## src/rtl/uart_baud_gen_frac.sv

```systemverilog
// Fractional oversampling baud-rate generator: oversample, mid-bit and bit strobes
// with glitch-free divisor reload and synchronous phase-align clear.
module uart_baud_gen_frac #(
  parameter int INT_WIDTH     = 16,
  parameter int FRAC_WIDTH    = 4,
  parameter int OS_RATE       = 16,
  parameter int RESET_DIV_INT = 1
) (
  input  logic                  i_clk,
  input  logic                  i_rst_n,
  input  logic                  i_en,
  input  logic                  i_clear,
  input  logic [INT_WIDTH-1:0]  i_div_int,
  input  logic [FRAC_WIDTH-1:0] i_div_frac,
  input  logic                  i_div_load,
  output logic                  o_os_tick,
  output logic                  o_mid_tick,
  output logic                  o_bit_tick,
  output logic                  o_div_err
);

  localparam int OS_W = $clog2(OS_RATE);
  localparam logic [INT_WIDTH-1:0]  INT_ZERO  = {INT_WIDTH{1'b0}};
  localparam logic [INT_WIDTH-1:0]  INT_ONE   = INT_WIDTH'(1);
  localparam logic [INT_WIDTH-1:0]  INT_RST   = INT_WIDTH'(RESET_DIV_INT);
  localparam logic [FRAC_WIDTH-1:0] FRAC_ZERO = {FRAC_WIDTH{1'b0}};
  localparam logic [OS_W-1:0]       OS_ZERO   = {OS_W{1'b0}};
  localparam logic [OS_W-1:0]       OS_ONE    = OS_W'(1);
  localparam logic [OS_W-1:0]       OS_LAST   = OS_W'(OS_RATE - 1);
  localparam logic [OS_W-1:0]       OS_MID    = OS_W'(OS_RATE / 2 - 1);

  logic [INT_WIDTH-1:0]  cyc_cnt_r, cyc_cnt_nxt_s;
  logic [FRAC_WIDTH-1:0] frac_acc_r, frac_acc_nxt_s;
  logic                  ext_r, ext_nxt_s;
  logic [OS_W-1:0]       os_cnt_r, os_cnt_nxt_s;
  logic [INT_WIDTH-1:0]  active_int_r, active_int_nxt_s;
  logic [FRAC_WIDTH-1:0] active_frac_r, active_frac_nxt_s;
  logic [INT_WIDTH-1:0]  pend_int_r, pend_int_nxt_s;
  logic [FRAC_WIDTH-1:0] pend_frac_r, pend_frac_nxt_s;
  logic                  pend_flag_r, pend_flag_nxt_s;
  logic                  os_tick_r, os_tick_nxt_s;
  logic                  mid_tick_r, mid_tick_nxt_s;
  logic                  bit_tick_r, bit_tick_nxt_s;
  logic                  div_err_r, div_err_nxt_s;

  logic [INT_WIDTH-1:0]  term_s;
  logic [FRAC_WIDTH:0]   frac_sum_s;
  logic                  hold_s, os_event_s, apply_s;

  // A zero divisor parks the counters; parking is also an apply point so a reload recovers.
  assign hold_s     = div_err_r | (active_int_r == INT_ZERO);
  assign term_s     = active_int_r - INT_ONE + INT_WIDTH'(ext_r);
  assign frac_sum_s = {1'b0, frac_acc_r} + {1'b0, active_frac_r};
  assign os_event_s = i_en & ~i_clear & ~hold_s & (cyc_cnt_r == term_s);
  assign apply_s    = i_clear | ~i_en | os_event_s | hold_s;

  // Next-state for phase counters, tick strobes and the divisor shadow registers.
  always_comb begin
    cyc_cnt_nxt_s     = cyc_cnt_r;
    frac_acc_nxt_s    = frac_acc_r;
    ext_nxt_s         = ext_r;
    os_cnt_nxt_s      = os_cnt_r;
    active_int_nxt_s  = active_int_r;
    active_frac_nxt_s = active_frac_r;
    pend_int_nxt_s    = pend_int_r;
    pend_frac_nxt_s   = pend_frac_r;
    pend_flag_nxt_s   = pend_flag_r;
    os_tick_nxt_s     = 1'b0;
    mid_tick_nxt_s    = 1'b0;
    bit_tick_nxt_s    = 1'b0;

    if (i_clear || (i_en && hold_s)) begin
      cyc_cnt_nxt_s  = INT_ZERO;
      os_cnt_nxt_s   = OS_ZERO;
      frac_acc_nxt_s = FRAC_ZERO;
      ext_nxt_s      = 1'b0;
    end else if (!i_en) begin
      cyc_cnt_nxt_s  = cyc_cnt_r;
    end else if (os_event_s) begin
      cyc_cnt_nxt_s                = INT_ZERO;
      {ext_nxt_s, frac_acc_nxt_s}  = frac_sum_s;
      os_cnt_nxt_s                 = (os_cnt_r == OS_LAST) ? OS_ZERO : os_cnt_r + OS_ONE;
      os_tick_nxt_s                = 1'b1;
      mid_tick_nxt_s               = (os_cnt_r == OS_MID);
      bit_tick_nxt_s               = (os_cnt_r == OS_LAST);
    end else begin
      cyc_cnt_nxt_s  = cyc_cnt_r + INT_ONE;
    end

    if (i_div_load) begin
      pend_int_nxt_s  = i_div_int;
      pend_frac_nxt_s = i_div_frac;
      if (apply_s) begin
        active_int_nxt_s  = i_div_int;
        active_frac_nxt_s = i_div_frac;
        pend_flag_nxt_s   = 1'b0;
      end else begin
        pend_flag_nxt_s   = 1'b1;
      end
    end else if (apply_s && pend_flag_r) begin
      active_int_nxt_s  = pend_int_r;
      active_frac_nxt_s = pend_frac_r;
      pend_flag_nxt_s   = 1'b0;
    end else begin
      pend_flag_nxt_s   = pend_flag_r;
    end

    div_err_nxt_s = (active_int_nxt_s == INT_ZERO);
  end

  // State and registered outputs.
  always_ff @(posedge i_clk or negedge i_rst_n) begin
    if (!i_rst_n) begin
      cyc_cnt_r     <= INT_ZERO;
      frac_acc_r    <= FRAC_ZERO;
      ext_r         <= 1'b0;
      os_cnt_r      <= OS_ZERO;
      active_int_r  <= INT_RST;
      active_frac_r <= FRAC_ZERO;
      pend_int_r    <= INT_ZERO;
      pend_frac_r   <= FRAC_ZERO;
      pend_flag_r   <= 1'b0;
      os_tick_r     <= 1'b0;
      mid_tick_r    <= 1'b0;
      bit_tick_r    <= 1'b0;
      div_err_r     <= 1'b0;
    end else begin
      cyc_cnt_r     <= cyc_cnt_nxt_s;
      frac_acc_r    <= frac_acc_nxt_s;
      ext_r         <= ext_nxt_s;
      os_cnt_r      <= os_cnt_nxt_s;
      active_int_r  <= active_int_nxt_s;
      active_frac_r <= active_frac_nxt_s;
      pend_int_r    <= pend_int_nxt_s;
      pend_frac_r   <= pend_frac_nxt_s;
      pend_flag_r   <= pend_flag_nxt_s;
      os_tick_r     <= os_tick_nxt_s;
      mid_tick_r    <= mid_tick_nxt_s;
      bit_tick_r    <= bit_tick_nxt_s;
      div_err_r     <= div_err_nxt_s;
    end
  end

  assign o_os_tick  = os_tick_r;
  assign o_mid_tick = mid_tick_r;
  assign o_bit_tick = bit_tick_r;
  assign o_div_err  = div_err_r;

endmodule

```

## config.mk

```make
export PLATFORM = sky130hd
export DESIGN_NAME = uart_baud_gen_frac
export DESIGN_NICKNAME = d
export VERILOG_FILES = /design/src/rtl/uart_baud_gen_frac.sv
export SDC_FILE = /design/constraint.sdc
export NUM_CORES = 1
export LEC_CHECK = 0
export CAP_MARGIN = 20
export CORE_ASPECT_RATIO = 1.5
export CORE_MARGIN = 10
export CORE_UTILIZATION = 53
export DETAILED_ROUTE_END_ITERATION = 6
export PLACE_DENSITY = 0.84
export SLEW_MARGIN = 20
export SYNTH_ARGS = -nofsm -noshare
export SYNTH_HDL_FRONTEND = slang
export SYNTH_SLANG_ARGS = --single-unit
```

## constraint.sdc

```tcl
create_clock -name i_clk -period 2.58 [get_ports i_clk]
set_input_delay 0.645 -clock i_clk [delete_from_list [all_inputs] [get_ports i_clk]]
set_output_delay 0.645 -clock i_clk [all_outputs]
set_load 0.005 [all_outputs]
```

==> results.ini <==
[routing]
routedWlPerCell_um = 18.2
wl_um = 9290
routed_via_density = 6.10
drc = 0
first_pass_iters = 6
ant_nets = 0
drtIter0Drc = 319
via_count = 3111

[floorplan]
ios = 29
die_width_um = 88.9
rows = 37
core_mm2 = 0.00690
die_height_um = 123
initial_core_util_pct = 54.8
design.die.area_mm2 = 0.0110

[synthesis]
synth.avg_cell_area_um2 = 10.5
synth_edf_count = 0
seq_area_frac_synth_pct = 46.4
synth_flop_cell = dfrtp_1
synthesis.nets = 393
synth_top_cell_by_area = dfrtp_1
yosysWarnings = 0
yosys.area.top_type_share_pct = 45.7
async_flop_share_pct = 100
yosysMostFrequentCell = dfrtp_1
synth.distinct_cells = 55
synth_common_cells = dfrtp_1, nor2_1, a22o_1, mux2_2
synthCells = 359
ys_seq_elements = 70
yosys-top-cells-area = dfrtp_1, mux2_2, a22o_1, xnor2_1, nor2_1
synth_area_mm2 = 0.00378

[worst_hold_path]
hp-class = primary input to asynchronous set/reset pin

[timing]
period_minus_slack_ns = 2.86
rsz0062_at_grt = true
clock_skew_ns = 0.0124
tightest_slew_ns = 0.538
clock.fmax_mhz = 349
setup_viol = 48
hold_violations = 0
slew_headroom_pct = 64.1
drv_slew = 0
fin_crit_sh_pct = 111
fin_ws_ns = -0.285

[critical_path]
crit_type = register to register
endpoint_kind = register
worstPathRequired_ns = 2.83
critPathSlowestCell = or4b_4
crit_chain = inv_2 -> ha_4 -> or4b_4 -> a2bb2oi_1 -> o31ai_2 -> o311ai_1 -> nand4_1 -> o21bai_2 -> buf_6 -> a211o_1 -> a222oi_1
max_stage_delay_ns = 0.51
critPathLaunchType = register
worst-path-buf-inv = 2
arrival_ns = 3.11
path_max_fanout = 5
cp_top_family = compound AO/OA/AOI/OAI gates

[finish]
drive_gt1_share_pct = 27.1
multi_input_area_mm2 = 0.00203
final-seq-area_mm2 = 0.00175
utilization_pct = 69.7
finalInstanceArea_mm2 = 0.00481
synthToLayoutAreaGrowth_pct = 27.2
diodes = 0
nFillCells = 458
nets = 461

[grt]
grt_usage_pct = 17.8
grt_pass1_wl_um = 15200
grt_max_degree = 49
antenna_found_initial = 0
grt_pass1_vias = 3183
grt-ovfl-total = 0

[power_and_ir_drop]
p_per_area_mw_per_mm2 = 592
irDropWorstVdd_mv = 0.473
p_leak_nw = 2.04

[clock_tree]
clk_path_buf_depth = 2
clock-sinks = 70
htreeDepth = 3
path_clk_slew_ns = 0.08
cts_tree = done
cts_buffers = 9
cts_root_buf = clkbuf_8
cts_hold_buf = 0
clkLatencyLatePin_ns = 0.36

[status]
status = complete, but fails checks
violations = setup timing

[place]
port_buffers = 28
hpwlAfterDp_um = 6390
gp_congestion = 0.920
placed_cell_area_mm2 = 0.00441

[job]
max_cap_viol_count = 0

[metal layers]
metal  GRT usage [%]  wire length, um
met3            3.55              355
met5               0                0
met2            31.2             4970
met4            10.7              342
met1            19.1             3620
[power by group]
group,switching (mW),leakage [nW],internal [mW],total [mW]
combinational,0.309,1.04,0.326,0.635
sequential,0.0743,0.890,1.19,1.26
clock,0.420,0.107,0.529,0.948
[what timing repair did]
action                     in CTS  in global routing
pin swaps                      28                  2
resized for setup              21                 10
buffers inserted                5                  2
cloned                          2                  0
setup endpoints to repair      48                 48
[state kept, by name, indices dropped and copies added (netlist names)]
register and count:
pend_frac_r 4, active_int_r 16, pend_int_r 16, ext_r 1, frac_acc_r 4, cyc_cnt_r 16, active_frac_r 4, os_cnt_r 4
o_div_err 1, o_bit_tick 1, o_os_tick 1, pend_flag_r 1, o_mid_tick 1
[stage by stage]
step | worst slack [ns] | cells | total power, mW | hold WS (ns) | setup TNS [ns]
after floorplan | -0.0807 | 359 | 1.61 | 0.349 | -1.19
after global placement | -0.139 | 486 | 1.83 | 0.484 | -2.79
after detailed placement | -0.246 | 486 | 1.85 | 0.486 | -7.19
after CTS | -0.135 | 508 | 2.81 | 0.282 | -2.90
after global routing | -0.455 | 510 | 2.96 | 0.290 | -15.88
final | -0.285 | 510 | 2.84 | 0.257 | -8.24
[area by class of cell]
type                       count  area share, %
clock buffer                  14           3.59
clock inverter                 2          0.807
inverter                       8          0.625
multi-input combinational    264           42.3
sequential                    70           36.5
tap                           78           2.03
timing repair buffer          74           14.2
[path summary, 6_finish.rpt]
check	start	endpoint	slack (ns)	depth (start not counted)
hold / removal	i_rst_n	frac_acc_r[2]$_DFFE_PN0P_	0.26	1
hold reg to reg	pend_frac_r[1]$_DFFE_PN0P_	pend_frac_r[1]$_DFFE_PN0P_	0.50	1
min in group i_clk	pend_frac_r[1]$_DFFE_PN0P_	pend_frac_r[1]$_DFFE_PN0P_	0.50	1
setup / recovery	ext_r$_DFFE_PN0P_	o_div_err$_DFF_PN0_	-0.28	11
max in group asynchronous	i_rst_n	active_int_r[0]$_DFF_PN1_	1.65	2
setup reg to reg	ext_r$_DFFE_PN0P_	o_div_err$_DFF_PN0_	-0.28	11
[worst reg2reg max path, delay by kind of cell (launching register included)]
kind / cells / cell delay, ns
flops: 1 / 0.40
simple gates: 2 / 0.71
buf+inv: 2 / 0.21
fa+ha+maj: 1 / 0.15
compound gates: 6 / 1.27
[cells by family (layout without fill, tap and decap cells)]
| logic type | after synthesis | count (layout) | synth area share (%) |
|---|---|---|---|
| multiplexers | 29 | 29 | 8.48 |
| AND/OR/NAND/NOR | 116 | 116 | 15.2 |
| buffers and inverters | 25 | 98 | 2.85 |
| XOR/XNOR | 35 | 35 | 8.12 |
| AO/OA/AOI/OAI | 75 | 75 | 15.8 |
| flip-flops | 70 | 70 | 46.4 |
| adder cells (fa/ha/maj) | 9 | 9 | 3.18 |
[placed cells by master, fill, tap and decap left out, types with 3 or more instances in the layout]
master / synthesis / layout
buf_12: 0 / 3
mux2_2: 24 / 24
nand2_1: 20 / 18
nand3_1: 14 / 13
nor4_1: 6 / 6
xor2_1: 15 / 15
dfrtp_1: 69 / 69
nor3_1: 12 / 10
mux2i_1: 5 / 5
o21ai_0: 5 / 4
nor2_1: 38 / 37
buf_6: 1 / 6
clkdlybuf4s50_1: 0 / 27
ha_1: 8 / 6
xnor2_1: 20 / 19
nand4_1: 5 / 5
a21oi_1: 10 / 8
buf_4: 0 / 37
inv_1: 8 / 6
a22o_1: 30 / 30
or4_1: 3 / 3
clkbuf_8: 0 / 12
nor2b_1: 4 / 4
Note: power is estimated with default switching activity, not from simulation.
